## src/rtl/operand_issue_stage.sv

```systemverilog
// Operand-fetch / issue stage sitting between instruction fetch and the ALU.
// Decodes a 16-bit instruction, reads an 8x8 register file, and hands a
// registered (a, b, alu_op, op_rd) bundle to the ALU over valid/ready.
// A per-register scoreboard tracks destinations whose results are still in
// flight and stalls issue on RAW and WAW hazards.
//
// Build option: define OPERAND_BYPASS_EN to forward a same-cycle writeback
// straight into the operand mux, which removes the RAW stall for that case.

module operand_issue_stage #(
  parameter int NREGS = 8,
  parameter int DW    = 8,
  parameter int IW    = 16
) (
  input  logic                     clk,
  input  logic                     reset,
  input  logic                     instr_valid,
  input  logic [IW-1:0]            instr,
  output logic                     instr_ready,
  output logic                     op_valid,
  input  logic                     op_ready,
  output logic [DW-1:0]            a,
  output logic [DW-1:0]            b,
  output logic [3:0]               alu_op,
  output logic [$clog2(NREGS)-1:0] op_rd,
  input  logic                     wb_en,
  input  logic [$clog2(NREGS)-1:0] wb_addr,
  input  logic [DW-1:0]            wb_data
);

  localparam int         AW         = $clog2(NREGS);
  localparam logic [3:0] OPCODE_LDI = 4'hF;

  // Decoded view of the instruction word.
  typedef struct packed {
    logic [3:0]    opcode;
    logic [AW-1:0] rd;
    logic [AW-1:0] rs1;
    logic [AW-1:0] rs2;
    logic          is_ldi;
    logic [DW-1:0] imm;
  } dec_t;

  dec_t              dec;
  logic [DW-1:0]     regs [NREGS];
  logic [NREGS-1:0]  pending;
  logic [NREGS-1:0]  pending_nxt;
  logic [DW-1:0]     rs1_val;
  logic [DW-1:0]     rs2_val;
  logic              rs1_fwd;
  logic              rs2_fwd;
  logic              raw_hazard;
  logic              waw_hazard;
  logic              issue;
  logic [DW-1:0]     opnd_a;
  logic [DW-1:0]     opnd_b;

  // Field extraction; LDI reuses the low byte as its immediate.
  always_comb begin
    dec.opcode = instr[15:12];
    dec.rd     = instr[11:9];
    dec.rs1    = instr[8:6];
    dec.rs2    = instr[5:3];
    dec.is_ldi = (instr[15:12] == OPCODE_LDI);
    dec.imm    = instr[DW-1:0];
  end

  // Combinational register read with r0 forced to zero and optional forwarding.
  always_comb begin
    // NOTE: every variable gets a default at the top of the block so no path
    // leaves it unassigned, which would otherwise infer a latch.
    rs1_val = (dec.rs1 == '0) ? '0 : regs[dec.rs1];
    rs2_val = (dec.rs2 == '0) ? '0 : regs[dec.rs2];
`ifdef OPERAND_BYPASS_EN
    rs1_fwd = wb_en && (wb_addr == dec.rs1) && (dec.rs1 != '0);
    rs2_fwd = wb_en && (wb_addr == dec.rs2) && (dec.rs2 != '0);
`else
    rs1_fwd = 1'b0;
    rs2_fwd = 1'b0;
`endif
    if (rs1_fwd) rs1_val = wb_data;
    if (rs2_fwd) rs2_val = wb_data;
  end

  // Hazard detection and the upstream handshake.
  always_comb begin
    // LDI reads no source registers, so only its destination can collide.
    raw_hazard  = !dec.is_ldi &&
                  ((pending[dec.rs1] && !rs1_fwd) ||
                   (pending[dec.rs2] && !rs2_fwd));
    waw_hazard  = pending[dec.rd];
    instr_ready = reset && (!op_valid || op_ready) && !raw_hazard && !waw_hazard;
    issue       = instr_valid && instr_ready;
  end

  // Operand selection for the output register.
  always_comb begin
    opnd_a = dec.is_ldi ? '0      : rs1_val;
    opnd_b = dec.is_ldi ? dec.imm : rs2_val;
  end

  // Scoreboard next state: writeback clears, issue sets, r0 never pending.
  always_comb begin
    pending_nxt = pending;
    if (wb_en) pending_nxt[wb_addr] = 1'b0;
    if (issue) pending_nxt[dec.rd]  = 1'b1;
    pending_nxt[0] = 1'b0;
  end

  // Scoreboard register.
  always_ff @(posedge clk) begin
    // NOTE: sequential state uses non-blocking assignments so every flop
    // samples pre-edge values regardless of block ordering.
    if (!reset) pending <= '0;
    else        pending <= pending_nxt;
  end

  // Register file write port; r0 is never written.
  always_ff @(posedge clk) begin
    // NOTE: this storage is architectural state that must read as zero after
    // reset, so it is cleared explicitly, which keeps it in flops rather than
    // a RAM macro.
    if (!reset) begin
      for (int i = 0; i < NREGS; i++) regs[i] <= '0;
    end else if (wb_en && (wb_addr != '0)) begin
      regs[wb_addr] <= wb_data;
    end
  end

  // Output register toward the ALU: load on accept, hold under backpressure.
  always_ff @(posedge clk) begin
    if (!reset) begin
      op_valid <= 1'b0;
      a        <= '0;
      b        <= '0;
      alu_op   <= '0;
      op_rd    <= '0;
    end else if (issue) begin
      op_valid <= 1'b1;
      a        <= opnd_a;
      b        <= opnd_b;
      alu_op   <= dec.opcode;
      op_rd    <= dec.rd;
    end else if (op_ready) begin
      op_valid <= 1'b0;
    end
  end

endmodule

```

## config.mk

```make
export PLATFORM = sky130hd
export DESIGN_NAME = operand_issue_stage
export DESIGN_NICKNAME = d
export VERILOG_FILES = /design/src/rtl/operand_issue_stage.sv
export SDC_FILE = /design/constraint.sdc
export NUM_CORES = 1
export LEC_CHECK = 0
export CAP_MARGIN = 5
export CELL_PAD_IN_SITES_DETAIL_PLACEMENT = 0
export CELL_PAD_IN_SITES_GLOBAL_PLACEMENT = 1
export CORE_MARGIN = 4
export CORE_UTILIZATION = 54
export DETAILED_ROUTE_END_ITERATION = 8
export DONT_BUFFER_PORTS = 1
export GPL_TIMING_DRIVEN = 0
export PLACE_DENSITY_LB_ADDON = 0.1
export SETUP_SLACK_MARGIN = 0.5
export SLEW_MARGIN = 20
export SYNTH_ARGS = -nofsm -noshare
export SYNTH_HDL_FRONTEND = slang
export SYNTH_SLANG_ARGS = --single-unit
export TNS_END_PERCENT = 5
```

## constraint.sdc

```tcl
create_clock -name clk -period 3.1 [get_ports clk]
set_input_delay 0.775 -clock clk [delete_from_list [all_inputs] [get_ports clk]]
set_output_delay 0.775 -clock clk [all_outputs]
set_load 0.01 [all_outputs]
```

### Word-level counts from Yosys, hierarchy flattened

Memories as Yosys holds them, arrays and structs flattened.
Index checks and enable logic that the tools add are counted.

* bits in registers: 32
* RAM bits: 64
* input bits: 32
* output and inout port bits: 25
* word-level logic and storage cells: 62
* memories kept: 1

Memories
* regs: words 8, bits a word 8, read ports 2, clocked after memory_dff 0, wr ports 8, line 45 `logic [DW-1:0] regs [NREGS];`

* order comparisons: 6
* equality and inequality tests: 1
* multiplexer cells: 25
* bitwise operators: 3
* reductions and logical operators: 19

Operators with widths (count)
* 8-bit 2-to-1 mux: 7
* 3-bit by 4-bit < comparator with 1-bit output (second input constant): 4
* 1-bit 2-to-1 mux: 12
* 1-bit binary-select mux with 3-bit select: 3
* 8-bit bitwise AND: 1
* 1-bit logical AND: 8
* 8-bit NOT: 1
* 8-bit OR: 1
* 8-bit OR reduction: 1
* 1-bit demux with 3-bit select: 2
* 3-bit by 1-bit >= comparator with 1-bit output (second input constant): 2
* 3-bit zero test: 2
* 4-bit == test (second input constant): 1
* 1-bit zero test: 4
* 3-bit 2-to-1 mux: 1
* 3-bit nonzero test: 1
* 1-bit logical OR: 2
* 2-bit nonzero test: 1

### Logic depth before layout (Yosys ltp)

* word-level depth: 9
* mapped depth: 8
* depth with buffers taken out: 5

### Worst setup path after synthesis

Ideal clock, no wire load.

* path kind: input to output
* start point: input instr[7]
* end point: output instr_ready
* arrival time: 1.813 ns
* path slack: 0.512 ns
* stages: 5
* buffers on the path: 1
* cells stage by stage: buf_4 > mux2i_1 > mux4_2 > o31a_2 > o21a_1

* cells in the longest elaborated chain, start to end: 7

RTL lines
* from (decl): line 18 `input logic [IW-1:0] instr,`
* 1-bit binary-select mux with 3-bit select: line 89 `((pending[dec.rs1] && !rs1_fwd) ||`
* 1-bit 2-to-1 mux (not written as such): line 89
* 1-bit logical OR: line 89
* 1-bit logical AND: line 88 `raw_hazard = !dec.is_ldi &&`
* 1-bit zero test: line 92 `instr_ready = reset && (!op_valid || op_ready) && !raw_hazard && !waw_hazard;`
* 1-bit logical AND (2 in a row): line 92
* to (decl): line 19 `output logic instr_ready,`

Every way passes these cells. The select of a mux whose other input is x is not followed.

### Worst setup path after layout

Same ends and word-level chain as after synthesis.

==> parameters.txt <==
Parameter                              Value

Outcome
  Run status ... finished, final reports clean

Floorplanning
  Overall die width ... 101 um
  Height of the die ... 101 um
  Number of rows in the core area ... 33
  Area of the die ... 10100 um^2
  Starting density of the core ... 56.0%
  I/O pin cnt ... 57
  Placeable Area ... 8260 um^2

Timing
  Number of pins with negative max-slew slack in the final report ... 0
  Count of endpoints failing hold in the final timing report ... 0
  Share of the clock period used by the worst path after layout ... 84.5%
  Sum of negative setup slack ... 0 ps
  Setup repair after global routing missed its margin ... true
  Maximum clock frequency ... 382 MHz
  Worst setup skew after layout ... 10.8 ps
  Worst rel slew slack ... 38.9%
  Slew at the pin closest to its max-slew limit ... 909 ps
  Worst hold slack after final layout ... 509 ps
  Minimum clock period after layout ... 2620 ps
  Setup Viol. Count Final ... 0

Logic synthesis
  Synthesized Nets ... 457
  Largest cells by area after synthesis ... sky130_fd_sc_hd__edfxtp_1 (36%), sky130_fd_sc_hd__dfxtp_1 (13%), sky130_fd_sc_hd__mux2i_1 (8.7%)
  Share of the synthesized area in the top cell type ... 36.3%
  Unique cell type count in the Yosys netlist ... 43
  Proportion of synthesized chip area in sequential cells ... 49.8%
  Netlist area before placement ... 4630 um^2
  Count of synthesis-stage warnings from yosys ... 0
  Synth Register Bits ... 87
  Post-synthesis async set-or-reset flop share ... 0%
  Avg Cell Area, Syn ... 10.9 um^2
  Cell count after synthesis ... 425
  Main synth FF type ... sky130_fd_sc_hd__edfxtp_1
  Biggest area consumer among synthesized cells ... sky130_fd_sc_hd__edfxtp_1
  EDFF count, synth ... 56

Setup path
  Data arrival time of the critical path ... 1850 ps
  Cell chain of the critical path ... buf_8, mux2i_1, mux4_2, o31a_4, o21a_1
  Worst-path fanout max ... 5
  Worst setup startpoint ... instr[7]
  CP Capture Type ... primary output
  Critical path required time ... 2320 ps
  Reg2Reg Depth ... 6
  Category of the most critical setup path ... in2out
  Kind of start point of the critical path ... primary input
  Worst setup path endpoint ... instr_ready
  Largest delay contributor family on the critical path ... multiplexers
  Origin of the critical flop-to-flop path ... pending[5]$_SDFF_PN0_
  Logic depth of the worst setup path including buffers ... 5
  Delay of the slowest critical-path stage ... 490 ps
  Number of buffers and inverters on the critical path ... 1
  Worst r2r dst ... alu_op[1]$_SDFFE_PN0P_
  Crit-path slowest cell ... sky130_fd_sc_hd__mux4_2
  Slack of the worst reg-to-reg path ... 1170 ps

Finish
  Synthesis-to-finish area growth ... 7.95%
  Area of the multi-input gates ... 2170 um^2
  Fillcell total ... 675
  NumNets Final ... 468
  Layout cells sized above 1 ... 14.3%
  Post-route design area ... 4990 um^2
  Most frequent cells in the layout ... sky130_fd_sc_hd__and2_1 (56), sky130_fd_sc_hd__edfxtp_1 (56), sky130_fd_sc_hd__nand2_1 (54)
  FF/Latch Area ... 2300 um^2
  Non-filler cells in the finished layout ... 546
  Diodes inserted ... 0

Min path
  Path class of the lowest-slack min-delay path ... reg2reg

Global route
  GRT Overall Usage ... 22.8%
  Global route overflow ... 0
  Vias in the first global route ... 3254
  Largest net degree at the start of global routing ... 19
  Initial antenna violation count ... 0
  First-pass GRT wire length ... 17600 um

Pwr
  Pwr Density ... 488 nW/um^2
  Leak ... 1.94 nW
  VDD IR max ... 0.387 mV
  Total Power Consumption ... 2.44 mW

CTS
  H-Tree Depth ... 3
  Clock latency at the later pin of the worst-skew pair ... 360 ps
  CTS tree ... built
  Root buffer selected by CTS ... sky130_fd_sc_hd__clkbuf_8
  Clock tree buffer depth ... 2
  Number of sinks handled by clock tree synthesis ... 87
  Number of buffers created by CTS ... 9
  Clock-pin slew of the registers on the worst-case setup and hold paths ... 80 ps

Route
  Number of DRC violations after detailed routing ... 0
  Via count normalized by instance count ... 5.97
  Detailed-routing iteration count for the pre-antenna-repair pass ... 5
  Number of routed nets with antenna violations ... 0
  Via total after detailed routing ... 3262
  Violation count after the first detailed-route iteration ... 224
  Wire per inst ... 20.0 um
  Detailed-route wire length ... 10900 um

Placement
  Post-DP HPWL ... 8680 um
  Final weighted congestion in routability-driven placement ... 0.927
  Port Buffers ... 0
  Cell area after placement ... 4760 um^2
  Placed Cells ... 530

Job
  Max-capacitance violation count ... 0
-- Yosys cell counts (2+ instances only) --
| master | n |
|---|---|
| sky130_fd_sc_hd__dfxtp_1 | 31 |
| sky130_fd_sc_hd__o31ai_1 | 6 |
| sky130_fd_sc_hd__o211ai_1 | 6 |
| sky130_fd_sc_hd__buf_2 | 7 |
| sky130_fd_sc_hd__mux4_2 | 7 |
| sky130_fd_sc_hd__clkbuf_1 | 16 |
| sky130_fd_sc_hd__buf_6 | 3 |
| sky130_fd_sc_hd__mux2i_1 | 40 |
| sky130_fd_sc_hd__a221oi_1 | 6 |
| sky130_fd_sc_hd__a21oi_1 | 10 |
| sky130_fd_sc_hd__and3_1 | 2 |
| sky130_fd_sc_hd__or3_1 | 6 |
| sky130_fd_sc_hd__nor2b_1 | 10 |
| sky130_fd_sc_hd__and2_1 | 56 |
| sky130_fd_sc_hd__edfxtp_1 | 56 |
| sky130_fd_sc_hd__o32ai_1 | 2 |
| sky130_fd_sc_hd__nor3_1 | 10 |
| sky130_fd_sc_hd__nor2_1 | 14 |
| sky130_fd_sc_hd__inv_1 | 11 |
| sky130_fd_sc_hd__nand2_1 | 54 |
| sky130_fd_sc_hd__o21ai_0 | 11 |
| sky130_fd_sc_hd__a22oi_1 | 3 |
| sky130_fd_sc_hd__a22o_1 | 7 |
| sky130_fd_sc_hd__mux2_2 | 16 |
| sky130_fd_sc_hd__nand2b_1 | 8 |
| sky130_fd_sc_hd__o22ai_1 | 4 |
| sky130_fd_sc_hd__o2111ai_1 | 6 |
| sky130_fd_sc_hd__o41ai_1 | 2 |
-- worst min-delay path by stage --
| stage | startpoint | endpoint | slack (ps) | cells after the start |
|---|---|---|---|---|
| floorplan | alu_op[0]$_SDFFE_PN0P_ | alu_op[0]$_SDFFE_PN0P_ | 480 | 2 |
| global placement | alu_op[1]$_SDFFE_PN0P_ | alu_op[1]$_SDFFE_PN0P_ | 490 | 2 |
| detailed placement | op_rd[0]$_SDFFE_PN0P_ | op_rd[0]$_SDFFE_PN0P_ | 500 | 2 |
| CTS | instr[9] | pending[2]$_SDFF_PN0_ | 500 | 1 |
| global route | instr[9] | pending[2]$_SDFF_PN0_ | 500 | 1 |
| finish | a[6]$_SDFFE_PN0P_ | a[6]$_SDFFE_PN0P_ | 510 | 2 |
-- flip-flops by register name (all words and copies together), names as in the netlist --
register,cells
op_valid,1
b,8
alu_op,4
op_rd,3
a,8
pending,7
regs,56
-- layer usage --
| layer | up-vias | global-route usage (%) | part of all wire, % |
|---|---|---|---|
| met2 | 171 | 34.4 | 44 |
| met5 | - | 0 | 0 |
| met4 | 0 | 8.29 | 2.2 |
| li1 | 1576 | - | - |
| met1 | 1496 | 32.1 | 45 |
| met3 | 19 | 5.61 | 8.6 |
-- power breakdown --
part | leakage (nW) | switching [mW] | total [mW] | internal [mW]
clock | 0.0977 | 0.452 | 0.770 | 0.318
combinational | 1.05 | 0.163 | 0.294 | 0.130
sequential | 0.791 | 0.0652 | 1.37 | 1.31
-- worst register-to-register path: stages, from the launching register on --
cell,delay [ps]
sky130_fd_sc_hd__dfxtp_1,460
sky130_fd_sc_hd__mux2i_1,110
sky130_fd_sc_hd__mux4_2,490
sky130_fd_sc_hd__o31a_4,150
sky130_fd_sc_hd__o211ai_4,240
sky130_fd_sc_hd__buf_6,210
sky130_fd_sc_hd__mux2i_1,210
-- cell type report --
class,instances,area share (%)
Clock buffer,9,2.48
Sequential cell,87,46.1
Clock inverter,7,1.40
Inverter,11,0.827
Multi-Input combinational cell,299,43.4
Tap cell,105,2.63
Buffer,28,3.16
-- cells by family (layout without fill, tap and decap cells) --
| logic type | count (synthesis) | count (layout) | synth area share, % |
|---|---|---|---|
| and+or+nand+nor | 162 | 162 | 18.0 |
| AOI/OAI and AO/OA | 73 | 73 | 12.0 |
| muxes | 64 | 64 | 16.3 |
| DFF | 87 | 87 | 49.8 |
| buffers and inverters | 39 | 55 | 3.95 |
-- per-stage QoR --
stage	utilization, %	setup slack [ps]
final	60.5	479
after global routing	60.5	445
after CTS	60.5	485
after detailed placement	57.7	87.1
after global placement	57.6	73.1
after floorplan	-	512
-- what timing repair did --
action,4_1_cts,5_1_grt
pin swaps,2,0
gates resized for setup,12,0
setup buffers,0,0
setup endpoints to repair,1,1
hold buffers,0,0
(Power assumes the default switching activity.)
